## config.mk

```make
export PLATFORM = sky130hd
export DESIGN_NAME = aes_round_controller
export DESIGN_NICKNAME = d
export VERILOG_FILES = /design/src/rtl/aes_pkg.sv /design/src/rtl/aes_key_step.sv /design/src/rtl/aes_round_controller.sv
export SDC_FILE = /design/constraint.sdc
export NUM_CORES = 1
export LEC_CHECK = 0
export CORE_AREA = 2 2 324 326
export CTS_BUF_LIST = sky130_fd_sc_hd__clkbuf_8
export CTS_CLUSTER_DIAMETER = 200
export CTS_CLUSTER_SIZE = 20
export DETAILED_ROUTE_END_ITERATION = 8
export DIE_AREA = 0 0 326 328
export GPL_TIMING_DRIVEN = 0
export PLACE_DENSITY = 0.42
export SYNTH_ARGS = -nofsm -noshare
export SYNTH_HDL_FRONTEND = slang
export SYNTH_HIERARCHICAL = 1
export SYNTH_SLANG_ARGS = --single-unit
```

## constraint.sdc

```tcl
create_clock -name clk -period 3.4 [get_ports clk]
set_input_delay 0.51 -clock clk [delete_from_list [all_inputs] [get_ports clk]]
set_output_delay 0.51 -clock clk [all_outputs]
set_load 0.01 [all_outputs]
```

## src/rtl/aes_pkg.sv

```systemverilog
// Shared AES-128 encryption constants, round-constant update and FSM encoding.
// Latency: n/a (declarations and one combinational helper only).
// Backpressure: n/a.
package aes_pkg;

  localparam int          AES_NR        = 10;
  localparam logic [7:0]  RCON_INIT     = 8'h01;
  localparam logic [7:0]  AES_RCON_POLY = 8'h1b;

  typedef enum logic [1:0] {
    ST_IDLE  = 2'd0,
    ST_ROUND = 2'd1,
    ST_DONE  = 2'd2
  } aes_state_e;

  // Multiply by x in GF(2^8), reducing by the AES polynomial.
  function automatic logic [7:0] xtime(input logic [7:0] b);
    return {b[6:0], 1'b0} ^ (b[7] ? AES_RCON_POLY : 8'h00);
  endfunction

endpackage

```

## src/rtl/aes_key_step.sv

```systemverilog
// One step of the AES-128 on-the-fly key schedule: current round key in, next round key out.
// Latency: combinational; the SubWord lookup is a round trip through an external S-box word.
// Backpressure: none; purely combinational.
//
// Ports:
//   key_i        current round key, word j at [32j+31:32j], row 0 in the low byte of each word
//   rcon_i       round constant applied to this step
//   sw_word_out  RotWord(w3), sent to the external S-box
//   sw_word_in   SubWord result returned by the external S-box
//   rnd_key_o    next round key {n3, n2, n1, n0}
module aes_key_step (
  input  logic [127:0] key_i,
  input  logic [7:0]   rcon_i,
  input  logic [31:0]  sw_word_in,
  output logic [31:0]  sw_word_out,
  output logic [127:0] rnd_key_o
);

  logic [31:0] w0, w1, w2, w3;
  logic [31:0] n0, n1, n2, n3;

  assign w0 = key_i[31:0];
  assign w1 = key_i[63:32];
  assign w2 = key_i[95:64];
  assign w3 = key_i[127:96];

  // Row 0 lives in the low byte, so rotating rows up by one is a right rotate by 8 bits.
  assign sw_word_out = {w3[7:0], w3[31:8]};

  assign n0 = w0 ^ sw_word_in ^ {24'h0, rcon_i};
  assign n1 = w1 ^ n0;
  assign n2 = w2 ^ n1;
  assign n3 = w3 ^ n2;

  assign rnd_key_o = {n3, n2, n1, n0};

endmodule

```

## src/rtl/aes_round_controller.sv

```systemverilog
// Iterative AES-128 encryption sequencer: initial AddRoundKey, then one external round per cycle.
// Latency: accept in cycle 0, rounds in cycles 1..10, out_valid from cycle 11; one block per 11 cycles.
// Backpressure: result held in DONE until out_ready; a new block can be accepted in the draining cycle.
//
// Ports:
//   clk, reset                          rising-edge clock, synchronous active-high reset
//   in_valid/in_ready/in_plaintext/in_key   input handshake, byte i at [8i+7:8i]
//   abort                               synchronous cancel of the current operation
//   out_valid/out_ready/out_ciphertext  result handshake
//   busy, round_idx                     status: in ROUND, current round 1..10 (0 otherwise)
//   rnd_state/rnd_key/rnd_final/rnd_next_state   interface to the external round datapath
//   sw_word_out/sw_word_in              interface to the external S-box word
module aes_round_controller #(
  parameter int         NUM_ROUNDS = aes_pkg::AES_NR,
  parameter logic [7:0] RCON_INIT  = aes_pkg::RCON_INIT
) (
  input  logic         clk,
  input  logic         reset,
  input  logic         in_valid,
  output logic         in_ready,
  input  logic [127:0] in_plaintext,
  input  logic [127:0] in_key,
  input  logic         abort,
  output logic         out_valid,
  input  logic         out_ready,
  output logic [127:0] out_ciphertext,
  output logic         busy,
  output logic [3:0]   round_idx,
  output logic [127:0] rnd_state,
  output logic [127:0] rnd_key,
  output logic         rnd_final,
  input  logic [127:0] rnd_next_state,
  output logic [31:0]  sw_word_out,
  input  logic [31:0]  sw_word_in
);

  import aes_pkg::*;

  if (NUM_ROUNDS != 10) begin : g_bad_rounds
    $error("aes_round_controller supports only NUM_ROUNDS == 10 (AES-128)");
  end

  localparam logic [3:0] LAST_RND = 4'(NUM_ROUNDS);

  aes_state_e   state_q, state_d;
  logic [127:0] st_q;
  logic [127:0] key_q;
  logic [7:0]   rcon_q;
  logic [3:0]   round_q;
  logic [127:0] ct_q;

  logic accept;
  logic last_rnd;

  assign accept   = in_valid && in_ready;
  assign last_rnd = (round_q == LAST_RND);

  aes_key_step u_key_step (
    .key_i       (key_q),
    .rcon_i      (rcon_q),
    .sw_word_in  (sw_word_in),
    .sw_word_out (sw_word_out),
    .rnd_key_o   (rnd_key)
  );

  // FSM: state register
  always_ff @(posedge clk) begin
    if (reset) begin
      state_q <= ST_IDLE;
    end else begin
      state_q <= state_d;
    end
  end

  // FSM: next state. Abort wins over both the output handshake and acceptance.
  always_comb begin
    state_d = state_q;
    unique case (state_q)
      ST_IDLE: begin
        if (accept) state_d = ST_ROUND;
      end
      ST_ROUND: begin
        if (abort)         state_d = ST_IDLE;
        else if (last_rnd) state_d = ST_DONE;
      end
      ST_DONE: begin
        if (abort)          state_d = ST_IDLE;
        else if (accept)    state_d = ST_ROUND;
        else if (out_ready) state_d = ST_IDLE;
      end
      default: state_d = ST_IDLE;
    endcase
  end

  // FSM: outputs. in_ready drops under abort so a handshake never completes
  // in a cycle where the block would be thrown away.
  always_comb begin
    in_ready  = 1'b0;
    out_valid = 1'b0;
    busy      = 1'b0;
    unique case (state_q)
      ST_IDLE:  in_ready  = !abort;
      ST_ROUND: busy      = 1'b1;
      ST_DONE: begin
        out_valid = 1'b1;
        in_ready  = out_ready && !abort;
      end
      default: ;
    endcase
  end

  // Datapath registers
  always_ff @(posedge clk) begin
    if (reset) begin
      st_q    <= '0;
      key_q   <= '0;
      ct_q    <= '0;
      rcon_q  <= RCON_INIT;
      round_q <= '0;
    end else if (abort && (state_q != ST_IDLE)) begin
      round_q <= '0;
    end else if (accept) begin
      st_q    <= in_plaintext ^ in_key;
      key_q   <= in_key;
      rcon_q  <= RCON_INIT;
      round_q <= 4'd1;
    end else if (state_q == ST_ROUND) begin
      st_q   <= rnd_next_state;
      key_q  <= rnd_key;
      rcon_q <= xtime(rcon_q);
      if (last_rnd) begin
        ct_q    <= rnd_next_state;
        round_q <= '0;
      end else begin
        round_q <= round_q + 4'd1;
      end
    end
  end

  assign out_ciphertext = ct_q;
  assign round_idx      = round_q;
  assign rnd_state      = st_q;
  assign rnd_final      = busy && last_rnd;

endmodule

```

# --- Word level (Yosys, flattened, before mapping) ---
# Index checks and enable logic that the tools add are counted.
# Widths: inputs -> output; s select.
word_totals:
  regBits: 398
  out_inout_bits: 424
  inputBits: 421
  wordCells: 56
classes:
  n_addsub: 1
  reduce_logical: 13
  bitwise_logic: 9
  n_eq_ne: 6
  muxes: 20
op_table:
  columns: ["operator", "count"]
  rows:
  - ["$mux 128", 4]
  - ["$xor 128x128->128", 1]
  - ["$xor 32x32->32", 4]
  - ["$xor 32x8->32", 1]
  - ["$mux 8", 2]
  - ["$mux 2", 6]
  - ["$xor 8x5->8", 1]
  - ["$pmux 2 s3", 1]
  - ["$mux 5", 1]
  - ["$add 4x1->4 const B", 1]
  - ["$eq 4x4->1 const B", 1]
  - ["$logic_and 1x1->1", 4]
  - ["$mux 1", 4]
  - ["$mux 4", 1]
  - ["$ne 4x4->1 const B", 1]
  - ["$reduce_and 4->1", 1]
  - ["$reduce_bool 2->1", 2]
  - ["$ne 3x3->1 const B", 1]
  - ["$reduce_and 3->1", 1]
  - ["$reduce_or 3->1", 1]
  - ["$eq 2x1->1 const B", 1]
  - ["$eq 2x2->1 const B", 1]
  - ["$logic_not 2->1", 1]
  - ["$ne 2x2->1 const B", 1]
  - ["5 further kinds", 6]

# --- Longest topological paths before layout ---
# Gate-level depths: netlist of run 1.
logic_depth:
  ltp_word: 7
  depth_mapped: 8
  depth_no_buf: 5

# --- Modules after synthesis ---
# Netlist of run 1, hierarchy kept.
modules_own_cells:
  columns: ["mod", "instances", "seq_area_each_um2", "cells_per_inst", "area_each_um2"]
  rows:
  - ["aes_round_controller", 1, 7967.6, 2192, 17438.0]
  - ["aes_key_step", 1, 0.0, 207, 1796.7]

# --- Worst setup path after synthesis of run 1 ---
# Ideal clock, no wire load.
synth_path:
  path_kind: "input -> output"
  start: "input sw_word_in[30]"
  end: "output rnd_key[126]"
  t_required_ns: 2.890
  path_slack_ns: 1.365
  t_arrival_ns: 1.525
  n_path_buf: 0
  stages: 3
  cell_sequence: "xor3_2 -> xor2_2 -> xor2_1"
synth_between:
  elab_chain_cells: 5
synth_lines:
  columns: ["item", "line", "source"]
  rows:
  - ["start, declared", "aes_round_controller.sv:34", "input logic [31:0] sw_word_in"]
  - ["$xor 32x32->32", "aes_key_step.sv:30", "assign n0 = w0 ^ sw_word_in ^ {24'h0, rcon_i};"]
  - ["$xor 32x8->32", "aes_key_step.sv:30", null]
  - ["$xor 32x32->32", "aes_key_step.sv:31", "assign n1 = w1 ^ n0;"]
  - ["$xor 32x32->32", "aes_key_step.sv:32", "assign n2 = w2 ^ n1;"]
  - ["net rnd_key[94]", "aes_round_controller.sv:30", "output logic [127:0] rnd_key,"]
  - ["$xor 32x32->32", "aes_key_step.sv:33", "assign n3 = w3 ^ n2;"]
  - ["end, declared", "aes_round_controller.sv:30", null]
# The timed path passes the listed nets, and every way through them passes these cells.

# --- Worst setup path after layout of run 1 ---
layout_path:
  start: "register key_q[5]"
  end: "output rnd_key[69]"
layout_between:
  elab_chain_cells: 4
layout_lines:
  columns: ["item", "line", "source"]
  rows:
  - ["start, declared", "aes_round_controller.sv:47", "logic [127:0] key_q;"]
  - ["start signal, assigned", "aes_round_controller.sv:124", "key_q <= in_key;"]
  - ["start signal, assigned", "aes_round_controller.sv:129", "key_q <= rnd_key;"]
  - ["$xor 32x32->32", "aes_key_step.sv:30", null]
  - ["$xor 32x8->32", "aes_key_step.sv:30", null]
  - ["$xor 32x32->32", "aes_key_step.sv:31", null]
  - ["$xor 32x32->32", "aes_key_step.sv:32", null]
# Every way passes these cells.

==> flow_summary.html, run 1 <==
<table>
<tr><th>Metric</th><th>Value</th></tr>
<tr><th colspan="2">Clocking</th></tr>
<tr><td>CTS H-tree lvls</td><td>1</td></tr>
<tr><td>Hold bufs inserted after CTS</td><td>0</td></tr>
<tr><td>Insertion delay to the later sink of the worst-skew pair</td><td>0.70 ns</td></tr>
<tr><td>Maximum buffer depth of the clock tree</td><td>3</td></tr>
<tr><td>CTS Root Buffer Type</td><td>sky130_fd_sc_hd__clkbuf_8</td></tr>
<tr><td>Sinks on the clock net</td><td>398</td></tr>
<tr><td>Clock slew at the register clock pins of the worst setup and hold paths</td><td>0.15 ns</td></tr>
<tr><td>Clock buffer count from CTS</td><td>23</td></tr>
<tr><td>TritonCTS clock tree</td><td>yes</td></tr>
<tr><th colspan="2">Power and ir drop</th></tr>
<tr><td>Total leakage power</td><td>between 10 and 15 nW</td></tr>
<tr><td>Peak supply drop</td><td>0.220 mV</td></tr>
<tr><td>Power density of the placed cells</td><td>458 nW/um^2</td></tr>
<tr><th colspan="2">Detailed routing</th></tr>
<tr><td>Routed len/inst</td><td>between 20 and 30 um</td></tr>
<tr><td>Number of DRC markers in iteration 0</td><td>1242</td></tr>
<tr><td>Count of antenna-violating nets left after detailed routing</td><td>0</td></tr>
<tr><td>Drt pass-1 iters</td><td>5</td></tr>
<tr><td>Detailed-route wire length</td><td>around 130 mm</td></tr>
<tr><td>Routed vias</td><td>20500</td></tr>
<tr><td>Remaining DRCs</td><td>0</td></tr>
<tr><td>Via-to-Cell Ratio</td><td>around 4.4</td></tr>
<tr><th colspan="2">Placed design</th></tr>
<tr><td>Placer's final routability congestion estimate</td><td>~0.9</td></tr>
<tr><td>Port-buffer cells</td><td>842</td></tr>
<tr><td>Placed cells</td><td>between 4000 and 5000</td></tr>
<tr><td>Detailed placer's ending HPWL</td><td>103 mm</td></tr>
<tr><th colspan="2">Global route</th></tr>
<tr><td>Overflow left after global routing</td><td>0</td></tr>
<tr><td>Antenna violations before repair</td><td>14</td></tr>
<tr><td>First-pass GRT wire length</td><td>171 mm</td></tr>
<tr><td>Via count of the first global-routing pass</td><td>20500</td></tr>
<tr><td>Pin count of the biggest net entering global routing</td><td>21</td></tr>
<tr><td>Total global routing track utilization</td><td>a little under a quarter</td></tr>
<tr><th colspan="2">Yosys</th></tr>
<tr><td>Syn nets</td><td>2820</td></tr>
<tr><td>Cells after synthesis</td><td>2399</td></tr>
<tr><td>Netlist Area Pre-Place</td><td>between 15000 and 20000 um^2</td></tr>
<tr><td>Synthesized flop and latch total</td><td>398</td></tr>
<tr><td>Top FF cell, synth</td><td>sky130_fd_sc_hd__dfxtp_1</td></tr>
<tr><td>Synthesis warning total</td><td>6</td></tr>
<tr><td>Post-synthesis sequential area ratio</td><td>41.4%</td></tr>
<tr><td>Count of flip-flops with a built-in enable after synthesis</td><td>0</td></tr>
<tr><td>Synthesized area divided by synthesized cell count</td><td>8.02 um^2</td></tr>
<tr><td>Ys async rst share</td><td>0%</td></tr>
<tr><td>Number of distinct standard cells referenced by the synthesized netlist</td><td>35</td></tr>
<tr><th colspan="2">Timing</th></tr>
<tr><td>Final-report max-slew violation count</td><td>0</td></tr>
<tr><td>Final clock period utilization by the worst path</td><td>97.4%</td></tr>
<tr><td>Setup skew after layout</td><td>0.0364 ns</td></tr>
<tr><td>Hold Violations, Final</td><td>0</td></tr>
<tr><td>Setup repair after global routing missed its margin</td><td>false</td></tr>
<tr><td>Slew headroom</td><td>17.3%</td></tr>
<tr><td>Number of setup violations in the final report</td><td>0</td></tr>
<tr><td>Maximum clock rate</td><td>302 MHz</td></tr>
<tr><td>Tmin final</td><td>3.31 ns</td></tr>
<tr><td>Transition at the pin with the smallest max-transition slack</td><td>1.24 ns</td></tr>
<tr><th colspan="2">Cells and area</th></tr>
<tr><td>Share of the core filled with cells in the final layout</td><td>29.7%</td></tr>
<tr><td>Layout net count</td><td>3699</td></tr>
<tr><td>Final cell count without fillers</td><td>~4700</td></tr>
<tr><td>Layout-stage area growth over the synthesis result</td><td>59.4%</td></tr>
<tr><td>Share of cells above drive strength 1</td><td>6.65%</td></tr>
<tr><td>Most frequent cells in the layout</td><td>sky130_fd_sc_hd__clkdlybuf4s50_1 (840), sky130_fd_sc_hd__nand2_1 (516), sky130_fd_sc_hd__nor2_1 (396), sky130_fd_sc_hd__dfxtp_1 (396), sky130_fd_sc_hd__xor2_1 (191)</td></tr>
<tr><td>Most common cell after layout, fill and taps aside</td><td>sky130_fd_sc_hd__clkdlybuf4s50_1</td></tr>
<tr><th colspan="2">Floorplanning</th></tr>
<tr><td>Placeable core region</td><td>103000 um^2</td></tr>
<tr><td>Die W</td><td>326 um</td></tr>
<tr><td>Initial Utilization</td><td>18.6%</td></tr>
<tr><td>Total die area</td><td>107000 um^2</td></tr>
<tr><td>Die extent in y</td><td>328 um</td></tr>
<tr><td>Number of top-level pins</td><td>~850</td></tr>
<tr><td>Standard-cell rows</td><td>roughly 120</td></tr>
<tr><th colspan="2">Min path</th></tr>
<tr><td>Worst min-delay path startpoint</td><td>abort</td></tr>
<tr><td>Destination of the worst hold path</td><td>round_idx[0]</td></tr>
<tr><td>Path type of the worst min-delay path</td><td>primary input to flip-flop</td></tr>
<tr><td>Cells on Worst Hold Path</td><td>4</td></tr>
<tr><th colspan="2">Worst setup path</th></tr>
<tr><td>Startpoint of the worst register-to-register path</td><td>state_q[1]</td></tr>
<tr><td>CP Max Fanout</td><td>4</td></tr>
<tr><td>R2r endpoint</td><td>out_ciphertext[104]</td></tr>
<tr><td>R2r worst-path depth</td><td>7</td></tr>
<tr><td>Path type of the worst setup path</td><td>flip-flop to output pin</td></tr>
<tr><td>Startpoint kind of the worst setup timing path</td><td>flip-flop</td></tr>
<tr><td>Register-to-register path setup slack</td><td>0.72 ns</td></tr>
<tr><td>Data arrival time at the worst-slack endpoint</td><td>2.80 ns</td></tr>
<tr><td>Crit path cell chain</td><td>xnor2_1 &gt; xnor2_2 &gt; xor2_1 &gt; clkdlybuf4s50_1</td></tr>
<tr><td>WP data required</td><td>between 2 and 3 ns</td></tr>
<tr><td>Slowest cell on the critical path</td><td>sky130_fd_sc_hd__clkdlybuf4s50_1</td></tr>
<tr><td>Biggest cell delay along the critical path</td><td>0.66 ns</td></tr>
<tr><td>Kind of end point of the critical path</td><td>output pin</td></tr>
<tr><th colspan="2">Job</th></tr>
<tr><td>Count of max-cap constraint violations</td><td>0</td></tr>
<tr><th colspan="2">Outcome</th></tr>
<tr><td>Outcome</td><td>completed</td></tr>
</table>
-- area by class of cell --
| class | count | area, um^2 |
|---|---|---|
| Clock buffer | 24 | 330 |
| Tap cell | 1380 | 1730 |
| Antenna cell | 9 | 22.5 |
| Buffer | 222 | 1100 |
| Inverter | 3 | 11.3 |
| Fill cell | 11200 | 72500 |
| Multi-Input combinational cell | 1776 | 10900 |
| Sequential cell | 398 | 7970 |
| Timing Repair Buffer | 854 | 8570 |
-- kinds of logic after synthesis --
logic type      after synthesis  share of synthesized area (%)
compound gates              408                           15.1
xor+xnor                    308                           14.1
buf+inv                     225                           5.74
flops                       398                           41.4
simple gates               1060                           23.6
-- cells in the mapped netlist, types with 2 or more instances --
cell type | n | area [um^2]
sky130_fd_sc_hd__a211o_1 | 2 | 17.5
sky130_fd_sc_hd__a211oi_4 | 2 | 40.0
sky130_fd_sc_hd__a21oi_1 | 131 | 656
sky130_fd_sc_hd__a22oi_1 | 7 | 52.6
sky130_fd_sc_hd__a311oi_1 | 128 | 1120
sky130_fd_sc_hd__and2_1 | 3 | 18.8
sky130_fd_sc_hd__buf_1 | 10 | 37.5
sky130_fd_sc_hd__buf_2 | 60 | 300
sky130_fd_sc_hd__buf_4 | 49 | 368
sky130_fd_sc_hd__clkbuf_1 | 103 | 387
sky130_fd_sc_hd__dfxtp_1 | 398 | 7970
sky130_fd_sc_hd__inv_1 | 3 | 11.3
sky130_fd_sc_hd__nand2_1 | 516 | 1940
sky130_fd_sc_hd__nand2b_1 | 5 | 31.3
sky130_fd_sc_hd__nand3_1 | 2 | 10.0
sky130_fd_sc_hd__nand3b_1 | 129 | 968
sky130_fd_sc_hd__nor2_1 | 396 | 1490
sky130_fd_sc_hd__nor2b_1 | 2 | 12.5
sky130_fd_sc_hd__o21a_1 | 2 | 15.0
sky130_fd_sc_hd__o21ai_0 | 5 | 25.0
sky130_fd_sc_hd__o31ai_1 | 128 | 961
sky130_fd_sc_hd__xnor2_1 | 87 | 762
sky130_fd_sc_hd__xor2_1 | 219 | 1920
-- critical path: cells and delay by family (launching register included) --
family	cells	cell delay, ns
xor gates and xnor gates	3	1.08
DFF	1	0.35
buffers and inverters	1	0.66
-- state kept, by name, indices dropped and copies added, names as in the netlist --
| name | flops |
|---|---|
| out_ciphertext | 128 |
| round_idx | 4 |
| state_q | 2 |
| rnd_state | 128 |
| rcon_q | 8 |
| key_q | 128 |
-- stage by stage --
| stage | power (mW) | area [um^2] | setup WS [ns] | hold slack, ns | setup TNS [ns] |
|---|---|---|---|---|---|
| after floorplan | 7.58 | 19200 | 1.36 | 0.481 | 0 |
| after global placement | 11.4 | 29400 | -0.983 | 0.443 | -18.47 |
| after detailed placement | 11.4 | 29400 | -0.839 | 0.447 | -13.92 |
| after CTS | 14.2 | 30500 | 0.000932 | 0.238 | 0 |
| after global routing | 14.7 | 30700 | 0.00749 | 0.296 | 0 |
| final | 14.0 | 30700 | 0.0899 | 0.281 | 0 |
-- report_power, final --
part / leakage, nW / internal, mW / switching (mW) / total, mW
registers: 3.25 / 5.00 / 0.323 / 5.32
logic: 7.52 / 2.76 / 3.50 / 6.27
clock network: 0.173 / 0.638 / 1.80 / 2.44
-- per-layer routing --
metal | GRT usage, % | wire length [um] | up-vias
met5 | 0 | 27 | -
met4 | 3.70 | 1890 | 4
met3 | 5.04 | 7880 | 74
met1 | 28.0 | 53600 | 9988
li1 | - | - | 9720
met2 | 40.5 | 63300 | 689
-- worst max-delay path by stage --
stage,from,to,slack (ns)
2_1_floorplan,sw_word_in[30],rnd_key[126],1.36
6_report,key_q[5],rnd_key[69],0.09
3_5_place_dp,sw_word_in[28],rnd_key[124],-0.84
5_1_grt,key_q[18],rnd_key[114],0.007
3_3_place_gp,sw_word_in[25],rnd_key[121],-0.98
4_1_cts,key_q[24],rnd_key[120],0.0009
-- what timing repair did --
item,CTS,global route
setup buffers,8,3
resized for setup,77,12
setup endpoints to repair,74,13
pin swaps,4,2
No activity file was read; power rests on OpenSTA's default activity.
==> inputs of run 2 (changes only) <==
--- a/config.mk
+++ b/config.mk
@@ -12,7 +12,7 @@
 export DETAILED_ROUTE_END_ITERATION = 8
 export DIE_AREA = 0 0 326 328
 export GPL_TIMING_DRIVEN = 0
-export PLACE_DENSITY = 0.42
+export PLACE_DENSITY = 0.45
 export SYNTH_ARGS = -nofsm -noshare
 export SYNTH_HDL_FRONTEND = slang
 export SYNTH_HIERARCHICAL = 1
==> run 2 against run 1 <==
Effect of this change:
- flip-flop and latch count unchanged
- sequential power about the same
- combinational power up 3.5%
- register-to-register slack better by 0.02 ns
- total power up 1.5%
- final area up 0.92%
- clock skew down 0.0047 ns
- largest power group unchanged
==> flow_summary.html, run 2 (same netlist as run 1, synthesis figures left out) <==
<table>
<tr><th>Metric</th><th>Value</th></tr>
<tr><th colspan="2">Placed design</th></tr>
<tr><td>Detailed placer's ending HPWL</td><td>103 mm (about the same)</td></tr>
<tr><td>Post-place setup slack</td><td>-0.911 ns (-0.0727 ns)</td></tr>
<tr><td>Port-buffer cells</td><td>842 (unchanged)</td></tr>
<tr><td>Area post-placement</td><td>29500 um^2 (+0.13%)</td></tr>
<tr><td>Placer's final routability congestion estimate</td><td>0.901 (+1.9%)</td></tr>
<tr><th colspan="2">Timing</th></tr>
<tr><td>Min setup slack post-route</td><td>0.0916 ns (+0.00175 ns)</td></tr>
<tr><td>Number of setup violations in the final report</td><td>0 (unchanged)</td></tr>
<tr><td>Setup skew after layout</td><td>0.0317 ns (-0.00469 ns)</td></tr>
<tr><td>Maximum clock rate</td><td>302 MHz (about the same)</td></tr>
<tr><td>Slew headroom</td><td>23.4% (+6.1 points)</td></tr>
<tr><td>Setup repair after global routing missed its margin</td><td>false</td></tr>
<tr><td>Final clock period utilization by the worst path</td><td>97.3% (about the same)</td></tr>
<tr><td>Transition at the pin with the smallest max-transition slack</td><td>1.15 ns (-0.0918 ns)</td></tr>
<tr><td>Final-report max-slew violation count</td><td>0 (unchanged)</td></tr>
<tr><td>Tmin final</td><td>3.31 ns (-0.00175 ns)</td></tr>
<tr><td>Hold Violations, Final</td><td>0 (unchanged)</td></tr>
<tr><th colspan="2">Global route</th></tr>
<tr><td>Via count of the first global-routing pass</td><td>20600 (+0.24%)</td></tr>
<tr><td>Pin count of the biggest net entering global routing</td><td>21 (unchanged)</td></tr>
<tr><td>Antenna violations before repair</td><td>11 (-3)</td></tr>
<tr><td>Overflow left after global routing</td><td>0 (unchanged)</td></tr>
<tr><td>First-pass GRT wire length</td><td>171 mm (about the same)</td></tr>
<tr><td>Total global routing track utilization</td><td>22.7% (+0.053 points)</td></tr>
<tr><th colspan="2">Cells and area</th></tr>
<tr><td>Post-layout instance area</td><td>30900 um^2 (+0.92%)</td></tr>
<tr><td>Share of cells above drive strength 1</td><td>7.20% (+0.55 points)</td></tr>
<tr><td>Most frequent cells in the layout</td><td>sky130_fd_sc_hd__clkdlybuf4s50_1 (840), sky130_fd_sc_hd__nand2_1 (516), sky130_fd_sc_hd__nor2_1 (396), sky130_fd_sc_hd__dfxtp_1 (396), sky130_fd_sc_hd__xor2_1 (192)</td></tr>
<tr><td>Most common cell after layout, fill and taps aside</td><td>sky130_fd_sc_hd__clkdlybuf4s50_1</td></tr>
<tr><td>Share of the core filled with cells in the final layout</td><td>30.0% (+0.27 points)</td></tr>
<tr><td>Layout net count</td><td>3714 (+0.41%)</td></tr>
<tr><td>Layout-stage area growth over the synthesis result</td><td>60.9%</td></tr>
<tr><th colspan="2">Detailed routing</th></tr>
<tr><td>Count of antenna-violating nets left after detailed routing</td><td>0 (unchanged)</td></tr>
<tr><td>Drt pass-1 iters</td><td>5 (unchanged)</td></tr>
<tr><td>Routed metal-1 wire length</td><td>53.2 mm (-0.67%)</td></tr>
<tr><td>Number of DRC markers in iteration 0</td><td>1407 (+13%)</td></tr>
<tr><td>Metal3 WL</td><td>8.69 mm (+10%)</td></tr>
<tr><td>Wire length on met2</td><td>63.0 mm (-0.38%)</td></tr>
<tr><td>Uppermost layer routed</td><td>met5</td></tr>
<tr><td>Routed vias</td><td>20600 (+0.69%)</td></tr>
<tr><td>Remaining DRCs</td><td>0 (unchanged)</td></tr>
<tr><td>Routed len/inst</td><td>27.2 um (about the same)</td></tr>
<tr><td>Via-to-Cell Ratio</td><td>4.41 (+0.41%)</td></tr>
<tr><td>Detailed-route wire length</td><td>127 mm (+0.30%)</td></tr>
<tr><th colspan="2">Worst setup path</th></tr>
<tr><td>Data arrival time at the worst-slack endpoint</td><td>2.80 ns (about the same)</td></tr>
<tr><td>Crit path cell chain</td><td>xnor2_1 &gt; xnor2_4 &gt; buf_12 &gt; xor2_1 &gt; clkdlybuf4s50_1</td></tr>
<tr><td>CP Max Fanout</td><td>2 (-2)</td></tr>
<tr><td>Slowest cell on the critical path</td><td>sky130_fd_sc_hd__clkdlybuf4s50_1</td></tr>
<tr><td>Kind of end point of the critical path</td><td>output pin</td></tr>
<tr><td>Path type of the worst setup path</td><td>flip-flop to output pin</td></tr>
<tr><td>WP data required</td><td>2.89 ns (about the same)</td></tr>
<tr><td>Startpoint kind of the worst setup timing path</td><td>flip-flop</td></tr>
<tr><td>Biggest cell delay along the critical path</td><td>0.70 ns (+0.04 ns)</td></tr>
<tr><th colspan="2">Floorplanning</th></tr>
<tr><td>Die extent in y</td><td>328 um (unchanged)</td></tr>
<tr><td>Number of top-level pins</td><td>845 (unchanged)</td></tr>
<tr><td>Die W</td><td>326 um (unchanged)</td></tr>
<tr><td>Initial Utilization</td><td>18.6% (unchanged)</td></tr>
<tr><td>Placeable core region</td><td>103000 um^2 (unchanged)</td></tr>
<tr><td>Total die area</td><td>107000 um^2 (unchanged)</td></tr>
<tr><td>Standard-cell rows</td><td>118 (unchanged)</td></tr>
<tr><th colspan="2">Clocking</th></tr>
<tr><td>Insertion delay to the later sink of the worst-skew pair</td><td>0.72 ns (+0.02 ns)</td></tr>
<tr><td>Sinks on the clock net</td><td>398 (unchanged)</td></tr>
<tr><td>CTS Root Buffer Type</td><td>sky130_fd_sc_hd__clkbuf_8</td></tr>
<tr><td>Clock buffer count from CTS</td><td>23 (unchanged)</td></tr>
<tr><td>Hold bufs inserted after CTS</td><td>0 (unchanged)</td></tr>
<tr><td>TritonCTS clock tree</td><td>yes</td></tr>
<tr><td>Maximum buffer depth of the clock tree</td><td>3 (unchanged)</td></tr>
<tr><td>Clock slew at the register clock pins of the worst setup and hold paths</td><td>0.15 ns (about the same)</td></tr>
<tr><td>CTS H-tree lvls</td><td>1 (unchanged)</td></tr>
<tr><th colspan="2">Power and ir drop</th></tr>
<tr><td>Overall power consumption</td><td>14.2 mW (+1.5%)</td></tr>
<tr><td>Peak supply drop</td><td>0.247 mV (+12%)</td></tr>
<tr><td>Total leakage power</td><td>11.1 nW (+1.3%)</td></tr>
<tr><td>Power density of the placed cells</td><td>460 nW/um^2 (+0.56%)</td></tr>
<tr><th colspan="2">Min path</th></tr>
<tr><td>Path type of the worst min-delay path</td><td>primary input to flip-flop</td></tr>
<tr><th colspan="2">Job</th></tr>
<tr><td>Count of max-cap constraint violations</td><td>0 (unchanged)</td></tr>
<tr><th colspan="2">Outcome</th></tr>
<tr><td>Outcome</td><td>completed</td></tr>
</table>
[run 2: changes by cell type in the layout (fill, tap and decap cells not counted), sizes merged]
cell	before	now
dlymetal6s2s	0	1
dlygate4sd2	2	1
buf	131	146
diode	9	7
[run 2: report_power, final]
group | switching (mW) | leakage, nW | internal (mW) | total, mW
combinational | 3.61 | 7.66 | 2.88 | 6.49
clock | 1.78 | 0.173 | 0.638 | 2.42
sequential | 0.335 | 3.25 | 5.00 | 5.34
total | 5.73 | 11.1 | 8.52 | 14.2
[run 2: repair_timing]
item	4_1_cts	5_1_grt
setup endpoints to repair	78	15
gates resized for setup	84	13
buffers inserted	21	3
pin swaps	7	1
[run 2: metal layers]
layer  up-vias  GRT usage (%)
met5         -              0
met4        10           4.15
met3        93           5.38
met2       716           40.0
met1     10100           28.2
li1       9747              -
[run 2: path summary, 6_finish.rpt]
path | depth (start not counted) | endpoint | slack [ns] | from
min reg2reg | 2 | out_ciphertext[105] | 0.46 | out_ciphertext[105]
max reg2reg | 8 | rnd_state[35] | 0.74 | state_q[0]
min | 4 | round_idx[0] | 0.29 | abort
max | 5 | rnd_key[121] | 0.09 | key_q[89]
[run 2: layout make-up]
cell class,instances,area (um^2)
fill,11100,72300
inverter,3,11.3
clock buffer,24,330
multi-input combinational,1776,11000
buffer,222,1100
timing repair buffer,869,8770
sequential,398,7970
tap,1380,1730
antenna,7,17.5
[run 2: stage by stage]
| stage | hold WS [ns] | setup TNS, ns | cells |
|---|---|---|---|
| 2_1_floorplan | 0.481 | 0 | 2399 |
| 3_3_place_gp | 0.442 | -24.98 | 4621 |
| 3_5_place_dp | 0.446 | -17.11 | 4624 |
| 4_1_cts | 0.243 | 0 | 4669 |
| 5_1_grt | 0.302 | 0 | 4676 |
| 6_report | 0.293 | 0 | 4679 |
[run 2: worst max-delay path: cells and delay by family (launching register included)]
kind                      cells  cell delay, ns
DFF                           1            0.42
xor gates and xnor gates      3            0.80
buffers and inverters         2            0.86
